### src/rtl/tinytpu_pkg.sv
// Shared TPU constants and the result collector state encoding.
package tinytpu_pkg;
    localparam int TPU_D_W     = 8;
    localparam int TPU_N       = 2;
    localparam int RW          = 2 * TPU_D_W;
    localparam int FRAME_WORDS = TPU_N * TPU_N;

    typedef enum logic [1:0] {
        IDLE = 2'd0,
        RECV = 2'd1,
        DONE = 2'd2
    } coll_state_e;
endpackage

### src/rtl/serial_word_deser.sv
// LSB-first serial-to-parallel converter: drops each bit into its slot and
// strobes the assembled word on the cycle its final bit arrives.
module serial_word_deser
    import tinytpu_pkg::*;
#(
    parameter int W = RW
) (
    input  logic         clk,
    input  logic         rst_n,
    input  logic         clear,
    input  logic         shift_en,
    input  logic         din,
    output logic [W-1:0] word,
    output logic         word_strobe
);
    localparam int CW = (W > 1) ? $clog2(W) : 1;

    logic [W-1:0]  shreg_q, shreg_d;
    logic [CW-1:0] bit_cnt_q, bit_cnt_d;
    logic          last_bit;

    assign last_bit = (bit_cnt_q == CW'(W - 1));

    // word already contains the incoming bit so the strobe cycle can store it directly
    always_comb begin
        word            = shreg_q;
        word[bit_cnt_q] = din;
        word_strobe     = shift_en && last_bit;
        shreg_d         = shreg_q;
        bit_cnt_d       = bit_cnt_q;
        if (clear) begin
            shreg_d   = '0;
            bit_cnt_d = '0;
        end else if (shift_en) begin
            shreg_d   = word;
            bit_cnt_d = last_bit ? '0 : bit_cnt_q + CW'(1);
        end
    end

    always_ff @(posedge clk or negedge rst_n) begin
        if (!rst_n) begin
            shreg_q   <= '0;
            bit_cnt_q <= '0;
        end else begin
            shreg_q   <= shreg_d;
            bit_cnt_q <= bit_cnt_d;
        end
    end
endmodule

### src/rtl/result_collector.sv
// Collects one serialized N*N result frame into a local buffer and replays
// it as a valid/ready word stream, flagging short frames and overruns.
module result_collector
    import tinytpu_pkg::*;
#(
    parameter int D_W = TPU_D_W,
    parameter int N   = TPU_N
) (
    input  logic             clk,
    input  logic             rst,
    input  logic             init,
    input  logic             data_out_z,
    input  logic             tx_ready,
    output logic [2*D_W-1:0] out_data,
    output logic             out_valid,
    input  logic             out_ready,
    output logic             frame_done,
    output logic             frame_err,
    output logic             overrun
);
    localparam int RWL = 2 * D_W;
    localparam int FW  = N * N;
    localparam int AW  = (FW > 1) ? $clog2(FW) : 1;
    localparam int PW  = $clog2(FW + 1);

    coll_state_e    state_q, state_d;
    logic [AW-1:0]  word_cnt_q, word_cnt_d;
    logic [PW-1:0]  rd_ptr_q, rd_ptr_d;
    logic [RWL-1:0] out_data_q, out_data_d;
    logic           out_valid_q, out_valid_d;
    logic           frame_done_q, frame_done_d;
    logic           frame_err_q, frame_err_d;
    logic           overrun_q, overrun_d;
    logic           tx_prev_q;

    logic [RWL-1:0] frame_mem [FW];
    logic [AW-1:0]  rd_idx;
    logic           mem_we;
    logic           rise;
    logic           deser_shift;
    logic           deser_clear;
    logic [RWL-1:0] deser_word;
    logic           word_strobe;

    // Frames only start on a rising tx_ready, so trailing bits of a finished
    // frame can never be mistaken for the start of the next one.
    assign rise        = tx_ready && !tx_prev_q;
    assign deser_shift = !init && tx_ready && ((state_q == RECV) || rise);
    assign deser_clear = init || ((state_q == RECV) && !tx_ready);
    assign rd_idx      = rd_ptr_q[AW-1:0];

    serial_word_deser #(.W(RWL)) u_deser (
        .clk         (clk),
        .rst_n       (rst),
        .clear       (deser_clear),
        .shift_en    (deser_shift),
        .din         (data_out_z),
        .word        (deser_word),
        .word_strobe (word_strobe)
    );

    always_comb begin
        state_d      = state_q;
        word_cnt_d   = word_cnt_q;
        rd_ptr_d     = rd_ptr_q;
        out_data_d   = out_data_q;
        out_valid_d  = out_valid_q;
        frame_done_d = frame_done_q;
        frame_err_d  = frame_err_q;
        overrun_d    = overrun_q;
        mem_we       = 1'b0;
        if (init) begin
            state_d      = IDLE;
            word_cnt_d   = '0;
            rd_ptr_d     = '0;
            out_data_d   = '0;
            out_valid_d  = 1'b0;
            frame_done_d = 1'b0;
            frame_err_d  = 1'b0;
            overrun_d    = 1'b0;
        end else begin
            unique case (state_q)
                IDLE: begin
                    if (rise) begin
                        state_d    = RECV;
                        word_cnt_d = '0;
                    end
                end
                RECV: begin
                    if (!tx_ready) begin
                        frame_err_d = 1'b1;
                        word_cnt_d  = '0;
                        state_d     = IDLE;
                    end else if (word_strobe) begin
                        mem_we = 1'b1;
                        if (word_cnt_q == AW'(FW - 1)) begin
                            word_cnt_d   = '0;
                            rd_ptr_d     = '0;
                            frame_done_d = 1'b1;
                            state_d      = DONE;
                        end else begin
                            word_cnt_d = word_cnt_q + AW'(1);
                        end
                    end
                end
                DONE: begin
                    if (rise) begin
                        overrun_d    = 1'b1;
                        out_valid_d  = 1'b0;
                        frame_done_d = 1'b0;
                        rd_ptr_d     = '0;
                        word_cnt_d   = '0;
                        state_d      = RECV;
                    end else if (!out_valid_q || out_ready) begin
                        if (rd_ptr_q != PW'(FW)) begin
                            out_data_d  = frame_mem[rd_idx];
                            out_valid_d = 1'b1;
                            rd_ptr_d    = rd_ptr_q + PW'(1);
                        end else begin
                            out_valid_d  = 1'b0;
                            frame_done_d = 1'b0;
                            rd_ptr_d     = '0;
                            state_d      = IDLE;
                        end
                    end
                end
                default: state_d = IDLE;
            endcase
        end
    end

    always_ff @(posedge clk) begin
        if (mem_we) begin
            frame_mem[word_cnt_q] <= deser_word;
        end
    end

    always_ff @(posedge clk or negedge rst) begin
        if (!rst) begin
            state_q      <= IDLE;
            word_cnt_q   <= '0;
            rd_ptr_q     <= '0;
            out_data_q   <= '0;
            out_valid_q  <= 1'b0;
            frame_done_q <= 1'b0;
            frame_err_q  <= 1'b0;
            overrun_q    <= 1'b0;
            tx_prev_q    <= 1'b0;
        end else begin
            state_q      <= state_d;
            word_cnt_q   <= word_cnt_d;
            rd_ptr_q     <= rd_ptr_d;
            out_data_q   <= out_data_d;
            out_valid_q  <= out_valid_d;
            frame_done_q <= frame_done_d;
            frame_err_q  <= frame_err_d;
            overrun_q    <= overrun_d;
            tx_prev_q    <= tx_ready;
        end
    end

    assign out_data   = out_data_q;
    assign out_valid  = out_valid_q;
    assign frame_done = frame_done_q;
    assign frame_err  = frame_err_q;
    assign overrun    = overrun_q;
endmodule

### config.mk
export PLATFORM = sky130hd
export DESIGN_NAME = result_collector
export DESIGN_NICKNAME = d
export VERILOG_FILES = /design/src/rtl/tinytpu_pkg.sv /design/src/rtl/serial_word_deser.sv /design/src/rtl/result_collector.sv
export SDC_FILE = /design/constraint.sdc
export NUM_CORES = 1
export LEC_CHECK = 0
export BUFFER_PORTS_ARGS = -buffer_cell sky130_fd_sc_hd__buf_2
export CELL_PAD_IN_SITES_DETAIL_PLACEMENT = 1
export CELL_PAD_IN_SITES_GLOBAL_PLACEMENT = 2
export CORE_MARGIN = 1
export CORE_UTILIZATION = 40
export CTS_CLUSTER_DIAMETER = 120
export CTS_CLUSTER_SIZE = 14
export DETAILED_ROUTE_END_ITERATION = 8
export PLACE_DENSITY_LB_ADDON = 0.1
export SYNTH_ARGS = -nofsm -noshare
export SYNTH_HDL_FRONTEND = slang
export SYNTH_SLANG_ARGS = --single-unit
### constraint.sdc
create_clock -name clk -period 4.2 [get_ports clk]
set_input_delay 0.84 -clock clk [delete_from_list [all_inputs] [get_ports clk]]
set_output_delay 0.84 -clock clk [all_outputs]
set_load 0.05 [all_outputs]
==> metrics.txt <==
# TYPE chip_impl_metric gauge
chip_impl_info{name="run_status",value="finished, final reports clean"} 1
chip_impl_info{name="unrepaired_setup_endpoints_after_global_routing",value="false"} 1
chip_impl_metric{name="numCtsBuffers",unit=""} 9
chip_impl_metric{name="nFillCells",unit=""} 1210
chip_impl_metric{name="gr-total-overflow",unit=""} 0
chip_impl_metric{name="synth_sequential_area_ratio",unit=""} 0.627
chip_impl_metric{name="worst_ep_arrival_time",unit="ns"} 2.52
chip_impl_metric{name="power_frac_seq",unit=""} 0.571
chip_impl_info{name="crit_type",value="reg -> reg"} 1
chip_impl_metric{name="detailedRoute.firstPassIterationCount",unit=""} 4
chip_impl_metric{name="synthesized_area_fraction_occupied_by_ao_oa_aoi_and_oai_cells",unit=""} 0.0942
chip_impl_metric{name="detailedRoute.firstIterationViolations",unit=""} 144
chip_impl_metric{name="antenna-diode-count",unit=""} 0
chip_impl_metric{name="pwr-share-comb",unit=""} 0.039
chip_impl_metric{name="syn-mean-instance-area",unit="um^2"} 14.8
chip_impl_metric{name="floorplan.core_area",unit="um^2"} 12100
chip_impl_metric{name="async_flop_share",unit=""} 0.429
chip_impl_metric{name="groute.usage.overall",unit=""} 0.176
chip_impl_info{name="hold_crit_path_type",value="in -> async"} 1
chip_impl_metric{name="synthDistinctLibCells",unit=""} 49
chip_impl_metric{name="number_of_clock_sinks",unit=""} 112
chip_impl_metric{name="first_global_vias",unit=""} 2929
chip_impl_metric{name="netlist_area",unit="um^2"} 4980
chip_impl_metric{name="design.die.area",unit="um^2"} 12900
chip_impl_metric{name="worst_slew_pin_slew",unit="ns"} 0.913
chip_impl_metric{name="detail_route.vias_per_cell",unit=""} 5.20
chip_impl_metric{name="clk_pin_slew",unit="ns"} 0.07
chip_impl_metric{name="cpPeakStageDelay",unit="ns"} 0.74
chip_impl_metric{name="h-tree-depth",unit=""} 3
chip_impl_metric{name="met1Wirelength",unit="um"} 4730
chip_impl_metric{name="post-synth-top-area-fraction",unit=""} 0.386
chip_impl_metric{name="antenna_left",unit=""} 0
chip_impl_metric{name="placement.setup.worst_slack",unit="ns"} 1.35
chip_impl_metric{name="internal_power",unit="mW"} 1.59
chip_impl_metric{name="met2WireLength",unit="um"} 4950
chip_impl_metric{name="post_synth_edffs",unit=""} 64
chip_impl_info{name="synth_area_leader_cell",value="edfxtp_1"} 1
chip_impl_metric{name="die_height",unit="um"} 114
chip_impl_info{name="critical-path-top-cell-by-count",value="and3_1"} 1
chip_impl_metric{name="vdd_drop_max",unit="mV"} 0.201
chip_impl_metric{name="holdBufCountCts",unit=""} 0
chip_impl_metric{name="power.leakage",unit="nW"} 2.19
chip_impl_metric{name="post_cts_resize_count",unit=""} 0
chip_impl_metric{name="detail_route.drc_violations",unit=""} 0
chip_impl_metric{name="placed_area",unit="um^2"} 5210
chip_impl_info{name="combinational_family_with_the_most_area_after_synthesis",value="multiplexers"} 1
chip_impl_metric{name="flow.area_growth_from_synthesis",unit="%"} 10.1
chip_impl_metric{name="dpl_wire_length",unit="um"} 6670
chip_impl_metric{name="power.density",unit="nW/um^2"} 373
chip_impl_metric{name="clock_power_share",unit=""} 0.391
chip_impl_metric{name="row_count",unit=""} 40
chip_impl_metric{name="layout-drive-gt1-share",unit=""} 0.264
chip_impl_metric{name="gpl.final_weighted_congestion",unit=""} 0.766
chip_impl_info{name="cts-root-buf",value="clkbuf_16"} 1
chip_impl_metric{name="synth_seq_cells",unit=""} 112
chip_impl_metric{name="initial_core_util",unit=""} 0.413
chip_impl_metric{name="clkLatencyLatePin",unit="ns"} 0.35
chip_impl_metric{name="finalNetCount",unit=""} 374
chip_impl_metric{name="layout_min_cycle_time",unit="ns"} 2.54
chip_impl_metric{name="final-setup-viol-count",unit=""} 0
chip_impl_metric{name="drv.max_cap_violation_count",unit=""} 0
chip_impl_metric{name="achievable-frequency",unit="GHz"} 0.394
chip_impl_metric{name="finalCoreUtilization",unit=""} 0.455
chip_impl_info{name="cp_slowest_cell",value="and2_1"} 1
chip_impl_metric{name="power.total",unit="mW"} 2.05
chip_impl_metric{name="post_drt_wl_per_cell",unit="um"} 19.1
chip_impl_metric{name="grt_first_pass_wirelength",unit="um"} 16500
chip_impl_metric{name="cp.required",unit="ns"} 4.18
chip_impl_metric{name="grt_max_degree",unit=""} 33
chip_impl_metric{name="muxShareOfSynthArea",unit=""} 0.116
chip_impl_metric{name="synth_warnings",unit=""} 0
chip_impl_metric{name="synth-simple-area-share",unit=""} 0.0937
chip_impl_metric{name="final.period_utilization",unit=""} 0.604
chip_impl_metric{name="switchingPower",unit="mW"} 0.461
chip_impl_metric{name="finalMaxSlewViolations",unit=""} 0
chip_impl_metric{name="setup-tns-final",unit="ns"} 0
chip_impl_metric{name="synth-adder-area-share",unit=""} 0.0251
chip_impl_metric{name="worst-path-max-fanout",unit=""} 16
chip_impl_metric{name="max-clock-path-buffers",unit=""} 2
chip_impl_info{name="path_cells",value="ha_1, and3_1, and3_1, and2_1"} 1
chip_impl_info{name="biggest_area_contributors_in_the_synthesized_netlist",value="edfxtp_1 39%, dfrtp_1 24%, mux4_2 7.2%, a32o_1 3.2%, nand2_1 2.7%"} 1
chip_impl_metric{name="synth_cells",unit=""} 336
chip_impl_info{name="kind_of_start_point_of_the_critical_path",value="register"} 1
chip_impl_metric{name="finalWorstSetupSlack",unit="ns"} 1.66
chip_impl_metric{name="max_slew_margin",unit=""} 0.392
chip_impl_metric{name="syn-num-nets",unit=""} 352
chip_impl_metric{name="postCtsSetupRepairBufs",unit=""} 0
chip_impl_info{name="cts_tree",value="done"} 1
chip_impl_metric{name="wl_met3",unit="um"} 334
chip_impl_metric{name="synth_xor_xnor_area_share",unit=""} 0
chip_impl_info{name="endpoint_type_of_the_worst_setup_path",value="register"} 1
chip_impl_metric{name="die_w",unit="um"} 114
chip_impl_metric{name="grt_antenna_before_repair",unit=""} 0
chip_impl_metric{name="ioPinCount",unit=""} 26
chip_impl_metric{name="post-route-cell-area",unit="um^2"} 5480
chip_impl_metric{name="finalWirelength",unit="um"} 10200
chip_impl_info{name="synth-main-ff-cell",value="edfxtp_1"} 1
chip_impl_metric{name="fin_skew",unit="ns"} 0.00628
chip_impl_metric{name="finalHoldViolCount",unit=""} 0
chip_impl_info{name="top_layer_used",value="met4"} 1
chip_impl_metric{name="number_of_vias_in_the_routed_layout",unit=""} 2763
chip_impl_metric{name="numPortBuffers",unit=""} 25
chip_impl_metric{name="switching_share",unit=""} 0.225
[path summary, 6_finish.rpt]
check | cells after the start | slack (ns) | end | from
worst max-delay path | 4 | 1.66 | frame_mem[0][1] | u_deser.bit_cnt_q[0]
max in group asynchronous | 2 | 2.95 | u_deser.shreg_q[2] | rst
min in group clk | 2 | 0.47 | out_data[7] | out_data[7]
worst max register to register | 4 | 1.66 | frame_mem[0][1] | u_deser.bit_cnt_q[0]
worst min-delay path | 1 | 0.43 | out_data[10] | rst
worst min register to register | 2 | 0.47 | out_data[7] | out_data[7]
[stage by stage]
stage / instances / hold slack, ns
finish: 531 / 0.431
detailed placement: 515 / 0.460
CTS: 531 / 0.433
global placement: 515 / 0.454
floorplan: 336 / 0.460
global route: 531 / 0.437
[critical path: cells and delay by family, from the launching register on]
kind / cells / cell delay, ns
and+or+nand+nor: 3 / 1.33
DFF: 1 / 0.47
adders and majority gates: 1 / 0.35
[kinds of logic after synthesis]
family	after synthesis
AOI/OAI and AO/OA	59
buffers and inverters	41
DFF	112
muxes	33
and+or+nand+nor	81
adders and majority gates	10
[synthesized netlist by cell type (7+ instances only)]
library cell   n
o21ai_2       10
edfxtp_1      64
mux2_4         8
ha_1          10
o21ai_0       11
mux4_2        16
inv_1         24
nor2_1         8
dfrtp_1       48
nand2_1       36
a32o_1        16
mux2_2         7
[power groups by stage]
stage	registers [mW]	clock network [mW]	logic [mW]
2_1_floorplan	1.19	0	0.0509
5_1_grt	1.17	0.866	0.0882
4_1_cts	1.17	0.827	0.0808
6_report	1.17	0.800	0.0792
3_5_place_dp	1.19	0	0.0806
3_3_place_gp	1.19	0	0.0805
[flip-flops by register name, indices dropped and copies added (netlist names)]
signal             count
frame_mem             64
overrun                1
frame_done             1
state_q                2
tx_prev_q              1
out_valid              1
word_cnt_q             2
frame_err              1
u_deser.bit_cnt_q      4
rd_ptr_q               3
u_deser.shreg_q       16
out_data              16
[cell type report]
type / count / area (um^2) / area share
Inverter: 24 / 90.1 / 0.0164
Tap cell: 168 / 210 / 0.0383
Sequential cell: 112 / 3120 / 0.569
Clock inverter: 7 / 47.5 / 0.00867
Timing Repair Buffer: 28 / 148 / 0.0269
Multi-Input combinational cell: 183 / 1640 / 0.299
Clock buffer: 9 / 225 / 0.0411
[metal layers]
metal / vias up / global-route usage
met2: 53 / 0.284
li1: 1286 / -
met3: 9 / 0.0462
met5: - / 0
met4: 0 / 0.0561
met1: 1415 / 0.233
[cells in the final DEF (no fill, tap or decap), types with 2 or more instances in the layout]
cell	n
a21oi_1	6
a31oi_1	2
a32o_1	16
and2_1	3
and3_1	2
and4_1	2
buf_2	25
buf_4	3
clkbuf_16	9
clkinv_2	2
clkinvlp_4	3
dfrtp_1	48
edfxtp_1	64
ha_1	10
inv_1	24
mux2_2	7
mux2_4	8
mux2i_1	2
mux4_2	16
nand2_1	36
nand2b_1	3
nand3_1	6
nand4_1	3
nor2_1	8
nor2b_1	3
nor2b_4	3
nor3_4	2
nor3b_1	2
o211ai_1	2
o21ai_0	11
o21ai_1	2
o21ai_2	10
Note: power is estimated with default switching activity, not from simulation.
